==> src/rtl/q_update.sv <==
// q_update: 24-entry Q table (6 states x 4 actions) with a temporal-difference
// update unit, one update in flight at a time.
//
// Ports:
//   CLK, RST          clock (rising edge) and synchronous active-high reset
//   in_valid/in_ready request handshake; accepted when both are high on an edge
//   addr              {state[2:0], action[1:0]}, valid range 0..23
//   Reward            signed Q8.16 reward
//   gamma_maxQ        signed Q8.16 discounted next-state maximum
//   Alpha             unsigned Q0.16 learning rate
//   q_new             last written Q value
//   done              one-cycle pulse, q_new valid
//   err               one-cycle pulse, out-of-range request dropped
//   Max_Q0..Max_Q5    registered signed max over the 4 actions of each state
module q_update #(
  parameter int unsigned Depth  = 24,
  parameter int unsigned Width  = 24,
  parameter int unsigned AlphaW = 16
) (
  input  logic                      CLK,
  input  logic                      RST,
  input  logic                      in_valid,
  output logic                      in_ready,
  input  logic [$clog2(Depth)-1:0]  addr,
  input  logic [Width-1:0]          Reward,
  input  logic [Width-1:0]          gamma_maxQ,
  input  logic [AlphaW-1:0]         Alpha,
  output logic [Width-1:0]          q_new,
  output logic                      done,
  output logic                      err,
  output logic [Width-1:0]          Max_Q0,
  output logic [Width-1:0]          Max_Q1,
  output logic [Width-1:0]          Max_Q2,
  output logic [Width-1:0]          Max_Q3,
  output logic [Width-1:0]          Max_Q4,
  output logic [Width-1:0]          Max_Q5
);

  typedef enum logic [1:0] {StIdle, StTd, StUpd, StMax} state_e;

  localparam logic signed [26:0] SatHi = 27'sh07FFFFF;
  localparam logic signed [26:0] SatLo = 27'sh7800000;  // -2^23

  state_e r_state, w_state_next;

  logic signed [23:0] r_q [24];
  logic signed [23:0] r_max [6];
  logic [4:0]         r_addr;
  logic [23:0]        r_reward;
  logic [23:0]        r_gmq;
  logic [15:0]        r_alpha;
  logic signed [25:0] r_td;
  logic [23:0]        r_q_new;
  logic               r_done;
  logic               r_err;

  logic               w_accept;
  logic               w_bad_req;
  logic signed [23:0] w_q_cur;
  logic signed [25:0] w_td;
  logic signed [42:0] w_td_ext;
  logic signed [42:0] w_alpha_ext;
  logic signed [42:0] w_prod;
  logic signed [26:0] w_delta;
  logic signed [26:0] w_sum;
  logic signed [23:0] w_q_sat;
  logic signed [23:0] w_max_new;

  assign in_ready  = (r_state == StIdle);
  assign w_accept  = in_ready && in_valid && (addr < 5'd24);
  assign w_bad_req = in_ready && in_valid && (addr >= 5'd24);

  assign w_q_cur = r_q[r_addr];

  // Sum of three Q8.16 words fits exactly in 26 bits.
  assign w_td = {{2{r_reward[23]}}, r_reward} + {{2{r_gmq[23]}}, r_gmq}
              - {{2{w_q_cur[23]}}, w_q_cur};

  assign w_td_ext    = {{17{r_td[25]}}, r_td};
  assign w_alpha_ext = {27'd0, r_alpha};
  assign w_prod      = w_td_ext * w_alpha_ext;
  // Bit slice of the product is the arithmetic >>> 16 (floor toward -inf).
  assign w_delta     = w_prod[42:16];
  assign w_sum       = {{3{w_q_cur[23]}}, w_q_cur} + w_delta;

  always_comb begin
    w_q_sat = w_sum[23:0];
    if (w_sum > SatHi) begin
      w_q_sat = 24'sh7FFFFF;
    end else if (w_sum < SatLo) begin
      w_q_sat = 24'sh800000;
    end
  end

  always_comb begin
    w_max_new = r_q[{r_addr[4:2], 2'd0}];
    for (int k = 1; k < 4; k++) begin
      if (r_q[{r_addr[4:2], 2'(k)}] > w_max_new) begin
        w_max_new = r_q[{r_addr[4:2], 2'(k)}];
      end
    end
  end

  always_comb begin
    w_state_next = r_state;
    unique case (r_state)
      StIdle:  if (w_accept) w_state_next = StTd;
      StTd:    w_state_next = StUpd;
      StUpd:   w_state_next = StMax;
      StMax:   w_state_next = StIdle;
      default: w_state_next = StIdle;
    endcase
  end

  always_ff @(posedge CLK) begin
    if (RST) begin
      r_state  <= StIdle;
      r_addr   <= '0;
      r_reward <= '0;
      r_gmq    <= '0;
      r_alpha  <= '0;
      r_td     <= '0;
      r_q_new  <= '0;
      r_done   <= 1'b0;
      r_err    <= 1'b0;
      for (int i = 0; i < 24; i++) r_q[i] <= '0;
      for (int i = 0; i < 6; i++) r_max[i] <= '0;
    end else begin
      r_state <= w_state_next;
      r_done  <= (r_state == StUpd);
      r_err   <= w_bad_req;
      if (w_accept) begin
        r_addr   <= addr;
        r_reward <= Reward;
        r_gmq    <= gamma_maxQ;
        r_alpha  <= Alpha;
      end
      if (r_state == StTd) r_td <= w_td;
      if (r_state == StUpd) begin
        r_q[r_addr] <= w_q_sat;
        r_q_new     <= w_q_sat;
      end
      if (r_state == StMax) r_max[r_addr[4:2]] <= w_max_new;
    end
  end

  assign q_new  = r_q_new;
  assign done   = r_done;
  assign err    = r_err;
  assign Max_Q0 = r_max[0];
  assign Max_Q1 = r_max[1];
  assign Max_Q2 = r_max[2];
  assign Max_Q3 = r_max[3];
  assign Max_Q4 = r_max[4];
  assign Max_Q5 = r_max[5];

endmodule
==> config.mk <==
export PLATFORM = sky130hd
export DESIGN_NAME = q_update
export DESIGN_NICKNAME = d
export VERILOG_FILES = /design/src/rtl/q_update.sv
export SDC_FILE = /design/constraint.sdc
export NUM_CORES = 2
export LEC_CHECK = 0
export ABC_AREA = 1
export BUFFER_PORTS_ARGS = -buffer_cell sky130_fd_sc_hd__buf_2
export CORE_MARGIN = 3
export CORE_UTILIZATION = 58
export DETAILED_ROUTE_END_ITERATION = 6
export GPL_ROUTABILITY_DRIVEN = 1
export PLACE_DENSITY_LB_ADDON = 0.05
export SLEW_MARGIN = 20
export SYNTH_ARGS = -nofsm -noshare
export SYNTH_HDL_FRONTEND = slang
export SYNTH_SLANG_ARGS = --single-unit
==> constraint.sdc <==
create_clock -name CLK -period 7.7 [get_ports CLK]
set_clock_uncertainty 0.2 [all_clocks]
set_input_delay 0.77 -clock CLK [delete_from_list [all_inputs] [get_ports CLK]]
set_output_delay 0.77 -clock CLK [all_outputs]
set_load 0.005 [all_outputs]
==> reports/results.ini <==
[routing]
drc_errors = 40
first_iter_violations = 12300
post_drt_wl_per_cell_microns = 27.4
wl_microns = 307000
avgViaCountPerCell = 6.34
first_pass_iters = 7
ant_nets = 0
dr_total_vias = 71000

[synth]
synth_top_family_by_area = simple AND/OR/NAND/NOR gates
synth_nets = 9240
synth.top_cell.area_share_pct = 37.5
ys_seq_area_share_pct = 41.1
async_flop_share_pct = 0
synth_area_per_cell_sq_um = 8.57
muxShareOfSynthArea_pct = 0
synth-simple-area-share_pct = 16.9
synthTopCellsByArea = edfxtp_1 (38%), fa_1 (12%), nand2_1 (8.0%)
ys.warnings.count = 0
synth.distinct_cells = 52
yosysTopAreaCell = edfxtp_1
synth_compound_area_share_pct = 15.6
synth_cells = 8509
synth-seq-cells = 1040
synth_edf_count = 912
synthesis.area_sq_mm = 0.0729
synthAdderAreaFrac_pct = 15.7
synthXorXnorAreaFrac_pct = 0.769
ys.flop_type = edfxtp_1

[worst_setup_path]
r2r_cells = 39
max_stage_delay_ns = 0.57
criticalPathCategory = reg2reg
r2r_slack_ns = -0.71
critical_path.endpoint_type = flip-flop
arrival_ns = 8.63
worst_path_max_delay_cell = fa_1
crit_required_ns = 7.93
crit_fanout = 7
r2r-end = r_q[4][21]$_SDFFCE_PN0P_
r2r-start = r_td[7]$_SDFFE_PP0N_
startpoint_type = flip-flop

[hold_path]
min_path_cells = 3
whs_endpoint = r_reward[2]$_SDFFE_PP0P_
hold_path.class = in2reg
min_from = Reward[2]

[outcome]
status = finished with violations
violations = DRC, setup timing

[place]
dp_hpwl_microns = 200000
port_buffers = 242
gp_congestion = 1.02

[cts]
cts_made_buffers = 110
cts.path.max_buffers = 3
clock_sinks = 1040
worstSkewPairLatency_ns = 0.78
ctsHoldBuffers = 0
cts_root_buffer = clkbuf_16
cts_max_level = 3
tritoncts = built
path_clk_slew_ns = 0.07

[floorplan]
core-area_sq_mm = 0.124
num_rows = 129
initial_core_util_pct = 58.7
design.die.area_sq_mm = 0.130
dieWidth_microns = 361
ios = 243
fp.dieH_microns = 361

[sta]
holdWs_ns = 0.0773
hold_violations = 0
rsz0062_at_grt = true
max_freq_mhz = 119
period_minus_slack_ns = 8.41
setup_ws_ns = -0.707
drv_slew = 0
finalCritPeriodShare_pct = 109
worst_pin_slew_ns = 1.46
setup_viol = 936
slew_headroom_pct = 2.60

[cells_and_area]
final_common_cell = nand2_1
postLayoutCoreUtil_pct = 75.8
layout_common_cells = nand2_1 (1432), inv_1 (1023), edfxtp_1 (912)
fin_nets = 10200
area_delta_synth_final_pct = 29.2
final_layout_size_suffix_gt1_share_pct = 27.0

[run]
drv_cap = 0

[grt]
globalRouteTotalUtil_pct = 44.4
grt_pass1_vias = 65900
antenna_found_initial = 9
grt_max_degree = 142
overflow = 0
grt_pass1_wl_microns = 430000

[critical path: cells and delay by family (launching register included)]
kind	cells	cell delay, ns
xor gates and xnor gates	1	0.18
and+or+nand+nor	15	1.62
adders and majority gates	8	3.75
AOI/OAI and AO/OA	4	0.63
buffers and inverters	11	1.33
DFF	1	0.35
[flip-flops by register name, indices dropped and copies added (netlist names), 2 cells and up, named ones only]
signal,count
r_alpha,16
r_addr,5
r_reward,24
r_max,144
q_new,24
r_state,2
r_q,768
r_gmq,24
r_td,26
[layer usage]
metal  share of wire [%]  global-route usage [%]  vias up
li1                    -                       -    30200
met4                 7.2                    23.0        8
met1                  35                    60.5    33700
met3                  16                    14.6     1221
met2                  41                    63.6     5870
met5               0.016                       0        -
[metrics by stage]
stage	TNS [ns]	setup slack [ns]	cells	instance area [sq um]
2_1_floorplan	0	0.00866	8509	73100
3_3_place_gp	-836.37	-1.07	10800	82700
3_5_place_dp	-800.00	-1.00	10800	82700
4_1_cts	-382.68	-0.561	11100	89700
5_1_grt	-719.02	-0.967	11200	94200
6_report	-505.60	-0.707	11200	94200
[how the worst max path moves through the flow]
stage / cells past startpoint / slack, ns / end / start
after floorplan: 39 / 0.009 / r_q[14][0]$_SDFFCE_PN0P_ / r_alpha[2]$_SDFFE_PP0P_
final: 39 / -0.71 / r_q[4][21]$_SDFFCE_PN0P_ / r_td[7]$_SDFFE_PP0N_
after global placement: 39 / -1.07 / r_q[25][19]$_DFFE_PP_ / r_td[7]$_SDFFE_PP0N_
after detailed placement: 39 / -1.00 / r_q[29][14]$_DFFE_PP_ / r_td[7]$_SDFFE_PP0N_
after CTS: 39 / -0.56 / r_q[17][9]$_SDFFCE_PN0P_ / r_td[10]$_SDFFE_PP0N_
after global routing: 38 / -0.97 / r_q[5][18]$_SDFFCE_PN0P_ / r_td[7]$_SDFFE_PP0N_
[repair_timing]
item,CTS,global route
endpoints found under the hold margin,0,0
buffers inserted,69,85
pin swaps,86,242
resized for setup,338,870
endpoints found under the setup margin,936,936
cloned,43,34
[cell type report]
class | count | area [sq um]
antenna | 6 | 15.0
clock buffer | 146 | 3040
clock inverter | 59 | 669
fill | 8737 | 30100
inverter | 1116 | 4280
multi-input combinational | 5719 | 39700
sequential | 1040 | 30000
tap | 1637 | 2050
timing repair buffer | 1471 | 14500
timing repair inverter | 2 | 22.5
[synthesized netlist by cell type, types with 3 or more instances]
library cell	instances
a211oi_1	6
a21boi_0	4
a21o_1	7
a21oi_1	816
a21oi_2	157
a221oi_1	79
a311o_1	14
a311oi_1	16
a31oi_1	16
a32o_1	25
and2_1	25
buf_1	81
buf_2	97
buf_4	39
buf_6	56
clkbuf_1	363
dfxtp_1	128
edfxtp_1	912
fa_1	428
ha_1	231
inv_1	1086
inv_2	29
nand2_1	1561
nand2_2	20
nand3_1	467
nand3_2	3
nand3b_1	4
nand4_1	21
nor2_1	813
nor3_1	86
nor4_1	7
o211ai_1	26
o21a_1	9
o21ai_0	698
o21bai_1	11
o221ai_1	30
o22ai_1	46
o31ai_1	5
or2_2	10
xnor2_1	26
xor2_1	38
[cell families after synthesis]
family	Yosys count
adder cells (fa/ha/maj)	659
XOR/XNOR	64
flip-flops	1040
buffers and inverters	1752
AND/OR/NAND/NOR	3024
AO/OA/AOI/OAI	1970
Power is left out: the tool's default activity adds up to more than one toggle a clock period on the data nets, which glitch-free logic cannot reach.
